$ cat src/rtl/park_pkg.sv
// Shared definitions for the two-beam parking-gate sensor interface:
// FSM states, phase/direction codes and the beam pattern for each phase.
package park_pkg;

  typedef enum logic [2:0] {IDLE, P1, P2, P3, GAP} state_t;

  localparam logic [1:0] PH_IDLE   = 2'd0;
  localparam logic [1:0] PH_FIRST  = 2'd1;
  localparam logic [1:0] PH_BOTH   = 2'd2;
  localparam logic [1:0] PH_SECOND = 2'd3;

  localparam logic DIR_ENTER = 1'b0;
  localparam logic DIR_EXIT  = 1'b1;

  function automatic logic [1:0] phase_of(input state_t s);
    logic [1:0] ph;
    case (s)
      P1:      ph = PH_FIRST;
      P2:      ph = PH_BOTH;
      P3:      ph = PH_SECOND;
      default: ph = PH_IDLE;
    endcase
    return ph;
  endfunction

  // Returns {a,b}; consecutive phases differ in exactly one beam.
  function automatic logic [1:0] beam_pattern(input logic dir, input logic [1:0] ph);
    logic [1:0] ab;
    case (ph)
      PH_FIRST:  ab = (dir == DIR_EXIT) ? 2'b01 : 2'b10;
      PH_BOTH:   ab = 2'b11;
      PH_SECOND: ab = (dir == DIR_ENTER) ? 2'b01 : 2'b10;
      default:   ab = 2'b00;
    endcase
    return ab;
  endfunction

endpackage

$ cat src/rtl/park_gate_driver_dwell_timer.sv
// Loadable down-counter timing each beam phase and the clear gap.
// Load takes priority over enable; the count holds at zero.
module dwell_timer #(
  parameter int W = 8
) (
  input  logic         clk,
  input  logic         rst_n,
  input  logic         load,
  input  logic         en,
  input  logic [W-1:0] load_val,
  output logic         zero
);

  logic [W-1:0] count;

  always_ff @(posedge clk or negedge rst_n) begin
    if (!rst_n) begin
      count <= '0;
    end else if (load) begin
      count <= load_val;
    end else if (en && (count != '0)) begin
      count <= count - 1'b1;
    end
  end

  assign zero = (count == '0);

endmodule

$ cat src/rtl/park_gate_driver.sv
// Transmitter end of the two-beam gate interface: plays the beam sequence
// of a car entering or exiting and tracks the resulting net car count.
module park_gate_driver
  import park_pkg::*;
#(
  parameter int DWELL_W = 8,
  parameter int GAP_CYC = 2,
  parameter int CNT_W   = 32
) (
  input  logic               clk,
  input  logic               rst_n,
  input  logic               start,
  input  logic               dir,
  input  logic [DWELL_W-1:0] dwell,
  input  logic               abort,
  output logic               ready,
  output logic               done,
  output logic               a,
  output logic               b,
  output logic [1:0]         phase,
  output logic [CNT_W-1:0]   net_count
);

  localparam logic [DWELL_W-1:0] GAP_LOAD = DWELL_W'(GAP_CYC - 1);

  state_t             state, next_state;
  logic               dir_q, dir_n;
  logic [DWELL_W-1:0] dmax_q, dmax_n;
  logic               aborted_q, aborted_n;
  logic               tmr_load, tmr_en, tmr_zero;
  logic [DWELL_W-1:0] tmr_val;
  logic               done_n;
  logic [CNT_W-1:0]   count_n;
  logic [1:0]         beams_n;

  dwell_timer #(.W(DWELL_W)) u_timer (
    .clk      (clk),
    .rst_n    (rst_n),
    .load     (tmr_load),
    .en       (tmr_en),
    .load_val (tmr_val),
    .zero     (tmr_zero)
  );

  // Outputs are registered from the next-state values so they line up with the state.
  always_ff @(posedge clk or negedge rst_n) begin
    if (!rst_n) begin
      state     <= IDLE;
      dir_q     <= DIR_ENTER;
      dmax_q    <= '0;
      aborted_q <= 1'b0;
      ready     <= 1'b1;
      done      <= 1'b0;
      a         <= 1'b0;
      b         <= 1'b0;
      phase     <= PH_IDLE;
      net_count <= '0;
    end else begin
      state     <= next_state;
      dir_q     <= dir_n;
      dmax_q    <= dmax_n;
      aborted_q <= aborted_n;
      ready     <= (next_state == IDLE);
      done      <= done_n;
      {a, b}    <= beams_n;
      phase     <= phase_of(next_state);
      net_count <= count_n;
    end
  end

  always_comb begin
    next_state = state;
    dir_n      = dir_q;
    dmax_n     = dmax_q;
    aborted_n  = aborted_q;
    tmr_load   = 1'b0;
    tmr_en     = 1'b0;
    tmr_val    = '0;
    done_n     = 1'b0;
    count_n    = net_count;

    case (state)
      IDLE: begin
        if (start) begin
          next_state = P1;
          dir_n      = dir;
          dmax_n     = (dwell == '0) ? '0 : dwell - 1'b1;
          aborted_n  = 1'b0;
          tmr_load   = 1'b1;
          tmr_val    = (dwell == '0) ? '0 : dwell - 1'b1;
        end
      end
      P1, P2, P3: begin
        if (abort) begin
          next_state = GAP;
          aborted_n  = 1'b1;
          tmr_load   = 1'b1;
          tmr_val    = GAP_LOAD;
        end else if (tmr_zero) begin
          tmr_load = 1'b1;
          if (state == P3) begin
            next_state = GAP;
            tmr_val    = GAP_LOAD;
          end else begin
            next_state = (state == P1) ? P2 : P3;
            tmr_val    = dmax_q;
          end
        end else begin
          tmr_en = 1'b1;
        end
      end
      GAP: begin
        if (tmr_zero) begin
          next_state = IDLE;
          if (!aborted_q) begin
            done_n  = 1'b1;
            count_n = (dir_q == DIR_ENTER) ? net_count + CNT_W'(1) : net_count - CNT_W'(1);
          end
        end else begin
          tmr_en = 1'b1;
        end
      end
      default: next_state = IDLE;
    endcase

    beams_n = beam_pattern(dir_n, phase_of(next_state));
  end

endmodule

$ cat config.mk
export PLATFORM = sky130hd
export DESIGN_NAME = park_gate_driver
export DESIGN_NICKNAME = d
export VERILOG_FILES = /design/src/rtl/park_pkg.sv /design/src/rtl/park_gate_driver_dwell_timer.sv /design/src/rtl/park_gate_driver.sv
export SDC_FILE = /design/constraint.sdc
export NUM_CORES = 1
export LEC_CHECK = 0
export CAP_MARGIN = 20
export CORE_ASPECT_RATIO = 1.5
export CORE_MARGIN = 2
export CORE_UTILIZATION = 30
export CTS_CLUSTER_DIAMETER = 50
export DETAILED_ROUTE_END_ITERATION = 6
export GPL_TIMING_DRIVEN = 0
export PLACE_DENSITY_LB_ADDON = 0.1
export SYNTH_ARGS = -nofsm -noshare
export SYNTH_HDL_FRONTEND = slang
export SYNTH_SLANG_ARGS = --single-unit
$ cat constraint.sdc
create_clock -name clk -period 3.8 [get_ports clk]
set_input_delay 0.38 -clock clk [delete_from_list [all_inputs] [get_ports clk]]
set_output_delay 0.38 -clock clk [all_outputs]
set_load 0.01 [all_outputs]
# ---- Word-level counts from Yosys, hierarchy flattened
# Index checks and enable logic that the tools add are counted.
dict set report totals {
  reg_bits 59
  in_bits 13
  out_inout_bits 38
}
dict set report op_classes {
  n_addsub 4
  eq_ne 12
  mux 35
  bitwise_logic 1
  n_reduce_logical 12
}
# operator n
set ops {}
lappend ops {{$mux 8} 7}
lappend ops {{$add 32x1->32 const B} 1}
lappend ops {{$mux 32} 1}
lappend ops {{$sub 32x1->32 const B} 1}
lappend ops {{$logic_not 8->1} 2}
lappend ops {{$pmux 8 s2} 1}
lappend ops {{$sub 8x1->8 const B} 2}
lappend ops {{$mux 3} 5}
lappend ops {{$mux 1} 13}
lappend ops {{$eq 3x2->1 const B} 4}
lappend ops {{$pmux 2 s3} 2}
lappend ops {{$pmux 3 s3} 1}
lappend ops {{$reduce_bool 8->1} 1}
lappend ops {{$eq 3x1->1 const B} 2}
lappend ops {{$logic_not 3->1} 2}
lappend ops {{$pmux 1 s2} 3}
lappend ops {{$reduce_and 3->1} 2}
lappend ops {{$eq 2x2->1 const B} 2}
lappend ops {{$mux 2} 2}
lappend ops {{$ne 2x2->1 const B} 2}
lappend ops {{$reduce_bool 2->1} 2}
lappend ops {{$eq 3x3->1 const B} 1}
lappend ops {{$reduce_or 3->1} 1}
lappend ops {{$eq 2x1->1 const B} 1}
lappend ops {{other kinds (3)} 3}

# ---- Depth between registers and ports, before layout
dict set report logic_depth {
  ltp_word 10
  ltp_mapped 10
  depth_no_buf 10
}

# ---- By module
# A second synthesis with hierarchy kept.
dict set report unflattened {
  cells_unflattened 527
  hier_area_um2 4550.6
}
# module instances cells_per_inst area_each_um2 seq_area_each_um2
set modules_own_cells {}
lappend modules_own_cells {park_gate_driver 1 469 4022.6 1277.5}
lappend modules_own_cells {dwell_timer 1 58 528.0 200.2}

# ---- Worst setup path after synthesis
# Ideal clock, no wire load.
dict set report synth_path {
  path_type {reg-to-reg}
  start {register dir_q}
  end {register net_count[28]}
  arrival_ps 2864
  t_required_ps 3673
  slack_ps 809
  path_stages_with_launch 10
  path_buffers 0
  path_cell_list {dfrtp_1 > ha_1 > o211ai_2 > a21oi_2 > o311a_4 > a211o_4 > a221o_2 > a21oi_2 > or4_1 > nand3_1}
}
dict set report synth_via {
  elab_chain_cells 1
}
# item line_no
set synth_lines {}
lappend synth_lines {{start: declaration} park_gate_driver.sv:27} ;# logic dir_q, dir_n;
lappend synth_lines {{start signal: assignment} park_gate_driver.sv:60} ;# dir_q <= dir_n;
lappend synth_lines {{$mux 32} park_gate_driver.sv:117} ;# count_n = (dir_q == DIR_ENTER) ? net_count + CNT_W'(1) : net_count - CNT_W'(1);
lappend synth_lines {{end signal: assignment} park_gate_driver.sv:67} ;# net_count <= count_n;
lappend synth_lines {{end: declaration} park_gate_driver.sv:21} ;# output logic [CNT_W-1:0] net_count
# No other way between the ends.
# A chain may end at the register's enable or synchronous reset.

# ---- Final worst setup path
dict set report layout_path {
  start {register dir_q}
  end {register net_count[17]}
}
# The elaborated chain is that of the path after synthesis.

==> impl_metrics.env <==
export IMPL_status="finished, final reports clean"
export IMPL_cp_start_kind="flip-flop"
export IMPL_cp_data_required_time_ps=4010
export IMPL_hpwl_mm=9.131
export IMPL_use_met3=0.02861
export IMPL_htreeDepth=3
export IMPL_arrival_ps=3530
export IMPL_via_count=3973
export IMPL_cts_tree="done"
export IMPL_sw_frac_of_total=0.4580
export IMPL_final_common_cell="nand2_1"
export IMPL_postSynthCellCount=510
export IMPL_final_hold_violation_count=0
export IMPL_grtUsageMet2=0.3184
export IMPL_die_area_sq_mm=0.01536
export IMPL_ys_seq_area_frac=0.3428
export IMPL_ff2ff_setup_slack_ps=480
export IMPL_cts_root_buffer="clkbuf_16"
export IMPL_grt_pass1_vias=4041
export IMPL_gp_congestion=0.8463
export IMPL_holdBufCountCts=0
export IMPL_clock_sinks=59
export IMPL_rows=53
export IMPL_drtPass1Iterations=4
export IMPL_ys_seq_elements=59
export IMPL_die_w_um=101.9
export IMPL_drt_iter0_drc=101
export IMPL_drive_gt1_frac=0.07118
export IMPL_hp_class="in2async"
export IMPL_powerDensity_mw_per_mm2=984.1
export IMPL_area_delta_synth_final_pct=24.56
export IMPL_period_share=0.8732
export IMPL_power_leakage_nw=2.373
export IMPL_grt_util_met1=0.1732
export IMPL_post_cts_buffers=0
export IMPL_timing_rr_end="net_count[17]"
export IMPL_grt_max_degree=60
export IMPL_overflow=0
export IMPL_p_comb_frac=0.624
export IMPL_final_max_slew_viol_count=0
export IMPL_wirelength_mm=11.89
export IMPL_power_share_sequential=0.219
export IMPL_syn_num_nets=558
export IMPL_grt_pass1_wl_mm=19.70
export IMPL_relSlewSlack=0.4707
export IMPL_busiest_layer="met2"
export IMPL_ir_drop_mv=0.2473
export IMPL_nets=619
export IMPL_core_sq_mm=0.01406
export IMPL_dpl_cell_area_sq_mm=0.005066
export IMPL_routedWlPerCell_um=15.48
export IMPL_syn_area_sq_mm=0.004310
export IMPL_fin_area_sq_mm=0.005369
export IMPL_ys_top_cells_by_area="dfrtp_1 34%, ha_1 9.9%, o21ai_0 6.0%"
export IMPL_synth_top_area_cell="dfrtp_1"
export IMPL_cell_internal_pwr_mw=2.864
export IMPL_finClkSkew_ps=5.256
export IMPL_ctsResizeCount=0
export IMPL_ctsLongestPathBuffers=2
export IMPL_initial_core_util=0.3066
export IMPL_die_height_um=150.8
export IMPL_path_clk_slew_ps=60
export IMPL_cp_max_fo=19
export IMPL_fmax_mhz=301.4
export IMPL_p_clk_frac=0.156
export IMPL_drc=0
export IMPL_port_buffers=49
export IMPL_async_reset_ff_frac=1.000
export IMPL_numCtsBuffers=9
export IMPL_synth_main_ff_cell="dfrtp_1"
export IMPL_power_switching_mw=2.420
export IMPL_final_cells=768
export IMPL_reg2reg_from="dir_q"
export IMPL_place_inst=752
export IMPL_avgSynthCellArea_sq_um=8.452
export IMPL_num_antenna_cells=0
export IMPL_antenna_found_initial=0
export IMPL_synth_edf_count=0
export IMPL_ys_warn_count=0
export IMPL_r2r_cells=10
export IMPL_yosysTopAreaCellShare=0.3367
export IMPL_layout_common_cells="66 x nand2_1, 58 x dfrtp_1, 52 x o21ai_0"
export IMPL_path_class="reg2reg"
export IMPL_ant_nets=0
export IMPL_rsz0062_at_grt="false"
export IMPL_maxCapViolations=0
export IMPL_layout_min_cycle_time_ps=3318
export IMPL_viasPerCell=5.173
export IMPL_ios=51
export IMPL_setup_viol=0
export IMPL_end_kind="flip-flop"
export IMPL_clk_latency_ps=330
export IMPL_synth_distinct_cells=63
export IMPL_grt_util_all_layers=0.1634
export IMPL_worst_pin_slew_ps=793.9
metrics by stage:
| step | setup TNS [ps] | util | hold WS, ps | worst slack, ps | power [mW] |
|---|---|---|---|---|---|
| after global placement | -58.69 | 0.3586 | 458.7 | -30.01 | 4.411 |
| after detailed placement | 0 | 0.3604 | 463.5 | 468.3 | 4.481 |
| after CTS | 0 | 0.3819 | 179.0 | 434.1 | 5.346 |
| after floorplan | 0 | - | 84.41 | 808.7 | 3.432 |
| final | 0 | 0.3819 | 130.5 | 481.9 | 5.284 |
| after global routing | 0 | 0.3819 | 213.7 | 234.6 | 5.788 |
Yosys cell counts (3+ instances only):
master / count
nand2_1: 66
dfrtp_1: 58
o21ai_0: 52
a21oi_1: 35
ha_1: 34
inv_1: 29
nor2_1: 29
xnor2_1: 21
a21o_1: 14
a211oi_1: 12
clkbuf_1: 12
nand3_1: 12
nand2b_1: 10
nor3_1: 10
xor2_1: 9
a31oi_1: 7
o21ai_1: 7
nand4_1: 6
nor3b_1: 6
o21a_1: 6
and3_1: 5
o22ai_1: 5
nor4_1: 4
o211ai_1: 4
o21bai_1: 4
o31ai_1: 4
a21oi_2: 3
o221ai_1: 3
or3_1: 3
or4_1: 3
power groups by stage:
stage,Combinational (mW),Clock [mW],Sequential [mW]
final,3.30,0.826,1.16
after CTS,3.33,0.852,1.17
after global placement,3.20,0,1.21
after floorplan,2.22,0,1.21
after global routing,3.70,0.883,1.20
after detailed placement,3.31,0,1.17
layer usage:
layer,vias up,share of wire
li1,1977,-
met1,1914,0.39
met2,67,0.57
met3,15,0.027
met4,0,0.019
met5,-,0
registers in the layout, summed over array words and instances (netlist names):
signal,count
u_timer.count,8
done,1
net_count,32
aborted_q,1
dmax_q,8
ready,1
dir_q,1
phase,2
b,1
a,1
state,3
cell families after synthesis:
kind of cell / share of synthesized area
AO/OA/AOI/OAI: 0.2633
AND/OR/NAND/NOR: 0.1811
flip-flops: 0.3428
buffers and inverters: 0.04354
adder cells (fa/ha/maj): 0.1033
XOR/XNOR: 0.06096
multiplexers: 0.004935
how the worst max path moves through the flow:
stage / from / to / slack (ps) / cells past startpoint
final: dir_q / net_count[17] / 480 / 10
after global routing: dir_q / net_count[17] / 230 / 10
after CTS: dir_q / net_count[17] / 430 / 10
after detailed placement: dir_q / net_count[17] / 470 / 10
after global placement: dir_q / net_count[24] / -30 / 10
after floorplan: dir_q / net_count[28] / 810 / 9
area by class of cell:
type | count | area (sq um)
clock buffer | 9 | 225.2
inverter | 30 | 112.6
buffer | 17 | 75.07
fill | 1508 | 8690
clock inverter | 7 | 77.57
timing repair buffer | 50 | 515.5
tap | 192 | 240.2
sequential | 59 | 1478
multi-input combinational | 404 | 2645
worst max-delay path, cell delays in order (launching register included):
cell	delay (ps)
dfrtp_1	770
buf_16	240
ha_1	300
a21o_1	210
o21a_1	200
a311oi_1	350
o21ai_1	200
a31oi_1	300
o21ai_0	140
o311ai_0	390
nand2_1	90
No activity file was read; power rests on OpenSTA's default activity.
